File: config.mk
export PLATFORM = sky130hd
export DESIGN_NAME = fetch_queue
export DESIGN_NICKNAME = d
export VERILOG_FILES = /design/src/rtl/fetch_queue.sv
export SDC_FILE = /design/constraint.sdc
export NUM_CORES = 1
export LEC_CHECK = 0
export ABC_AREA = 1
export CAP_MARGIN = 20
export CORE_UTILIZATION = 58
export CTS_CLUSTER_DIAMETER = 120
export DETAILED_ROUTE_END_ITERATION = 10
export GPL_ROUTABILITY_DRIVEN = 0
export PLACE_DENSITY = 0.84
export RECOVER_POWER = 25
export SLEW_MARGIN = 40
export SYNTH_ARGS = -nofsm -noshare
export SYNTH_HDL_FRONTEND = slang
export SYNTH_SLANG_ARGS = --single-unit
File: constraint.sdc
create_clock -name clk -period 5.25 [get_ports clk]
set_clock_uncertainty 0.15 [all_clocks]
set_input_delay 0.525 -clock clk [delete_from_list [all_inputs] [get_ports clk]]
set_output_delay 0.525 -clock clk [all_outputs]
set_load 0.05 [all_outputs]
File: src/rtl/fetch_queue.sv
// Instruction fetch queue: DEPTH-entry FIFO of {pc, instr} pairs between fetch and decode.
// Optional macro FQ_BYPASS_EN lets an entry flow straight through to decode when the queue is empty.
module fetch_queue #(
  parameter int DEPTH = 4
) (
  input  logic                     clk,
  input  logic                     rst,
  input  logic                     flush,
  input  logic                     if_valid,
  input  logic [15:0]              if_pc,
  input  logic [15:0]              if_instr,
  output logic                     if_ready,
  output logic                     id_valid,
  output logic [15:0]              id_pc,
  output logic [15:0]              id_instr,
  input  logic                     id_ready,
  output logic [$clog2(DEPTH):0]   count,
  output logic                     halt_locked
);

  // Handshake: a transfer happens on a rising edge where valid && ready are both high;
  // the producer holds its payload stable while valid && !ready, and ready never
  // depends combinationally on the same interface's valid.
  localparam int PW = $clog2(DEPTH);
  localparam int CW = PW + 1;

  logic [31:0]   mem_q [DEPTH];
  logic [PW-1:0] wr_ptr_q, wr_ptr_d;
  logic [PW-1:0] rd_ptr_q, rd_ptr_d;
  logic [CW-1:0] count_q, count_d;
  logic          halt_q, halt_d;

  logic full, empty, bypass, push, pop, direct, wr_en, rd_adv, is_hlt;

  always_comb begin
    full     = (count_q == CW'(DEPTH));
    empty    = (count_q == '0);
    if_ready = !full && !halt_q && !flush;
`ifdef FQ_BYPASS_EN
    bypass   = empty && if_valid && if_ready;
`else
    bypass   = 1'b0;
`endif
    id_valid = !empty || bypass;
    push     = if_valid && if_ready;
    pop      = id_valid && id_ready;
    // A bypassed entry consumed in the same cycle never touches storage.
    direct   = bypass && id_ready;
    wr_en    = push && !direct;
    rd_adv   = pop && !direct;
    is_hlt   = (if_instr[15:12] == 4'hF);
  end

  always_comb begin
    id_pc    = 16'h0000;
    id_instr = 16'h0000;
    if (!empty) begin
      id_pc    = mem_q[rd_ptr_q][31:16];
      id_instr = mem_q[rd_ptr_q][15:0];
    end else if (bypass) begin
      id_pc    = if_pc;
      id_instr = if_instr;
    end
  end

  always_comb begin
    wr_ptr_d = wr_ptr_q;
    rd_ptr_d = rd_ptr_q;
    count_d  = count_q;
    halt_d   = halt_q;
    if (flush) begin
      wr_ptr_d = '0;
      rd_ptr_d = '0;
      count_d  = '0;
      halt_d   = 1'b0;
    end else begin
      if (wr_en)  wr_ptr_d = wr_ptr_q + PW'(1);
      if (rd_adv) rd_ptr_d = rd_ptr_q + PW'(1);
      count_d = count_q + CW'(wr_en) - CW'(rd_adv);
      if (push && is_hlt) halt_d = 1'b1;
    end
  end

  always_ff @(posedge clk) begin
    if (rst) begin
      wr_ptr_q <= '0;
      rd_ptr_q <= '0;
      count_q  <= '0;
      halt_q   <= 1'b0;
    end else begin
      wr_ptr_q <= wr_ptr_d;
      rd_ptr_q <= rd_ptr_d;
      count_q  <= count_d;
      halt_q   <= halt_d;
    end
  end

  // Storage needs no reset: empty slots are never presented.
  always_ff @(posedge clk) begin
    if (!rst && !flush && wr_en) mem_q[wr_ptr_q] <= {if_pc, if_instr};
  end

  assign count       = count_q;
  assign halt_locked = halt_q;

endmodule
# ---- After elaboration in Yosys (flattened, before gate mapping)
# Memories as Yosys holds them, arrays and structs flattened. A register that Yosys moved wholly into a read port is not among the register bits.
# Cells that the tools add are included.
dict set report word_totals {
  regBits 8
  wordCells 31
  n_memories 1
  in_bits 37
  mem_bits_rw 128
}
# memory depth width read_ports rd_clocked_by_memory_dff write_ports line_no
set memory_table {}
lappend memory_table {mem_q 4 32 1 1 1 27} ;# logic [31:0] mem_q [DEPTH];
dict set report op_classes {
  addsub 4
  reduce_logical 14
  n_eq_ne 2
  muxes 6
}
# operator count
set ops {}
lappend ops {{16-bit 2-to-1 mux} 2}
lappend ops {{1-bit logical AND} 7}
lappend ops {{1-bit logical NOT} 5}
lappend ops {{2-bit by 1-bit adder with 2-bit output (second input constant)} 2}
lappend ops {{4-bit == test (second input constant)} 1}
lappend ops {{2-bit 2-to-1 mux} 2}
lappend ops {{3-bit by 1-bit adder with 3-bit output} 1}
lappend ops {{3-bit == test (second input constant)} 1}
lappend ops {{3-bit logical NOT} 1}
lappend ops {{3-bit by 1-bit subtractor with 3-bit output} 1}
lappend ops {{1-bit 2-to-1 mux} 2}
lappend ops {{2-bit OR reduction} 1}

# ---- Depth between registers and ports, before layout
dict set report depth {
  depth_word 8
  depth_mapped 11
}

# ---- Worst setup path after synthesis
# OpenSTA, ideal clock, no wires.
dict set report synth_path {
  kind {register to register}
  start {register count_q[1], in the netlist count[1]}
  end {memory mem_q[0][0] (enable)}
  setup_time_ps 421
  path_stages_with_launch 5
  required_time_ps 4679
  t_arrival_ps 2496
  path_slack_ps 2183
  cell_sequence {dfxtp_1 -> nor2_1 -> nand2_1 -> nand4_1 -> nor2_1}
}
dict set report synth_between {
  elab_chain_cells 8
}
# item line_no
set synth_rtl {}
lappend synth_rtl {{from (decl)} 30} ;# logic [CW-1:0] count_q, count_d;
lappend synth_rtl {{from (signal assigned)} 93} ;# count_q <= count_d;
lappend synth_rtl {{3-bit == test} 36} ;# full = (count_q == CW'(DEPTH));
lappend synth_rtl {{1-bit logical NOT} 38} ;# if_ready = !full && !halt_q && !flush;
lappend synth_rtl {{1-bit logical AND (2 in series)} 38}
lappend synth_rtl {{1-bit logical AND} 45} ;# push = if_valid && if_ready;
lappend synth_rtl {{1-bit logical AND} 100} ;# if (!rst && !flush && wr_en) mem_q[wr_ptr_q] <= {if_pc, if_instr};
lappend synth_rtl {{1-bit 2-to-1 mux} 100}
lappend synth_rtl {{1-bit 2-to-1 mux (not written as such)} 100}
lappend synth_rtl {{to (decl)} 27}
# No other way between the ends.

==> flow_metrics.tcl <==
set metrics [dict create \
    outcome "finished, final reports clean" \
    rows 35 \
    drive_above_1_share 0.0859 \
    cts_resized 0 \
    reg2reg_depth 5 \
    rsz0062_at_grt "false" \
    p_sw_mw 0.638 \
    worstMarginPinSlew_ns 0.662 \
    vias 3686 \
    synth_compound_area_frac 0.0910 \
    dr.pass1.iters 6 \
    seqPwrFrac 0.456 \
    final_cell_area_um2 7040 \
    grt-ovfl-total 0 \
    cp-start-kind "flip-flop" \
    synth.avg_cell_area_um2 12.1 \
    coreArea_um2 9240 \
    synth_xor_area_frac 0.00159 \
    netlist_area_um2 5530 \
    drtAntennaViolNets 0 \
    p_int_mw 2.02 \
    cts_htree_levels 4 \
    clkPwrFrac 0.450 \
    cts_num_sinks 138 \
    grt_pass1_vias 3838 \
    powerDensity_nw_per_um2 378 \
    die_w_um 99.6 \
    cp.required_ns 4.58 \
    synth_top_area_cell "edfxtp_1" \
    cts.path.max_buffers 2 \
    yosysTopAreaCellShare 0.696 \
    fmax_mhz 280 \
    syn_to_final_growth_pct 27.4 \
    grt_max_degree 65 \
    final_common_cell "nor2_1" \
    p_leak_nw 2.44 \
    yosys.area_share.adder 0.0172 \
    crit_fanout 64 \
    wl_per_cell_um 17.3 \
    synth_seq_cells 138 \
    initial_core_util 0.598 \
    finalCritPeriodShare 0.680 \
    cts_hold_buf 0 \
    finalSetupViolations 0 \
    die-area_um2 9920 \
    fin_nets 578 \
    power_mw 2.66 \
    combinationalPowerShare 0.094 \
    via_per_inst 5.44 \
    die_height_um 99.6 \
    placedInstanceArea_um2 6430 \
    grt_usage 0.258 \
    synth_area_leaders "edfxtp_1 (70%), nor2_1 (9.9%), o21ai_1 (3.8%), dfxtp_1 (3.6%), a21oi_1 (3.0%)" \
    holdCritPathClass "reg -> reg" \
    end_kind "output port" \
    syn_nets 501 \
    antenna_found_initial 1 \
    insertion_delay_ns 0.52 \
    peakVddDrop_mv 0.267 \
    fin_hold_ws_ns 0.424 \
    synth_top_family_by_area "simple AND/OR/NAND/NOR gates" \
    cts-root-buf "clkbuf_8" \
    slew_viol_final 0 \
    p_sw_frac 0.240 \
    tritoncts "done" \
    synthSimpleGateAreaFrac 0.114 \
    io_pins 75 \
    synth_cell_type_count 20 \
    maxCapViolations 0 \
    final_cell_mix "nor2_1 (141), edfxtp_1 (128), clkdlybuf4s50_1 (54), o21ai_1 (42), a21oi_1 (33)" \
    layout_min_cycle_time_ns 3.57 \
    ys_seq_area_frac 0.732 \
    worst-setup-path-type "reg -> out" \
    maxSlewHeadroom 0.559 \
    routed_wl_um 11700 \
    final.setup.tns_ns 0 \
    cts_setup_buffers 0 \
    dp_hpwl_um 6640 \
    arrival_ns 2.90 \
    muxShareOfSynthArea 0 \
    dr.first_iter.drc_count 257 \
    hold_depth 2 \
    finalHoldViolCount 0 \
    numCtsBuffers 17 \
    clkSlewWorstSetupHoldPaths_ns 0.06 \
    synth_cells 457 \
    yosysWarningCount 0 \
    grt_pass1_wl_um 18700 \
    remaining_drc_errors 0 \
    port_buffers 74 \
]
==> flip-flops by register name, summed over array words and instances (netlist names), named ones only <==
name	cells
count	3
halt_locked	1
rd_ptr_q	2
mem_q	128
wr_ptr_q	2
==> cells in the mapped netlist (all sizes together) <==
cell type	count
nand3	2
nand2	12
and2	1
nor2	145
buf	15
fa	1
a21oi	33
clkbuf	8
edfxtp	128
o21bai	1
dfxtp	10
ha	6
inv	24
xor2	1
o21ai	66
nand4	4
==> power by group through the flow <==
stage / Combinational (mW) / Sequential [mW] / Clock, mW
after floorplan: 0.146 / 1.24 / 0
after global placement: 0.243 / 1.24 / 0
after detailed placement: 0.249 / 1.24 / 0
after CTS: 0.253 / 1.21 / 1.20
after global routing: 0.265 / 1.21 / 1.25
final: 0.249 / 1.21 / 1.20
==> area by class of cell <==
cell class / instances / area (µm²)
Sequential cell: 138 / 4050
Clock buffer: 17 / 414
Antenna cell: 1 / 2.50
Fill cell: 528 / 2200
Clock inverter: 15 / 188
Inverter: 24 / 92.6
Timing Repair Buffer: 81 / 868
Multi-Input combinational cell: 272 / 1270
Tap cell: 129 / 161
==> cells by family after synthesis <==
logic type / Yosys count
DFF: 138
AOI/OAI and AO/OA: 100
buffers and inverters: 47
and+or+nand+nor: 164
adders and majority gates: 7
xor gates and xnor gates: 1
==> stage by stage <==
step	cells	worst slack, ns	util
after detailed placement	644	2.19	0.696
after floorplan	457	2.18	-
after global routing	677	1.52	0.762
after CTS	676	1.65	0.762
final	677	1.68	0.762
after global placement	639	2.06	0.684
==> worst max-delay path, cell delays in order, from the launching register on <==
cell and delay [ns]:
dfxtp_2 0.35, buf_4 0.55, nor2_1 0.11, nor2_1 0.09, o21ai_0 0.11, a21oi_1 0.29
clkdlybuf4s50_1 0.86
==> layer usage <==
layer  vias up  part of all wire  track usage
met5         -                 0            0
met1      1753              0.40        0.314
met4         0             0.019        0.133
met3        25             0.067       0.0590
met2       163              0.51        0.434
li1       1745                 -            -
==> worst paths after layout <==
check | from | endpoint | slack (ns)
setup / recovery | flip-flop | id_pc[0] | 1.68
hold / removal | rd_ptr_q[1]$_SDFFE_PP0P_ | flip-flop | 0.42
setup reg to reg | count[1]$_SDFF_PP0_ | mem_q[3][27]$_DFFE_PP_ | 2.85
hold reg to reg | rd_ptr_q[1]$_SDFFE_PP0P_ | flip-flop | 0.42
Power figures use the tool's default switching activity.
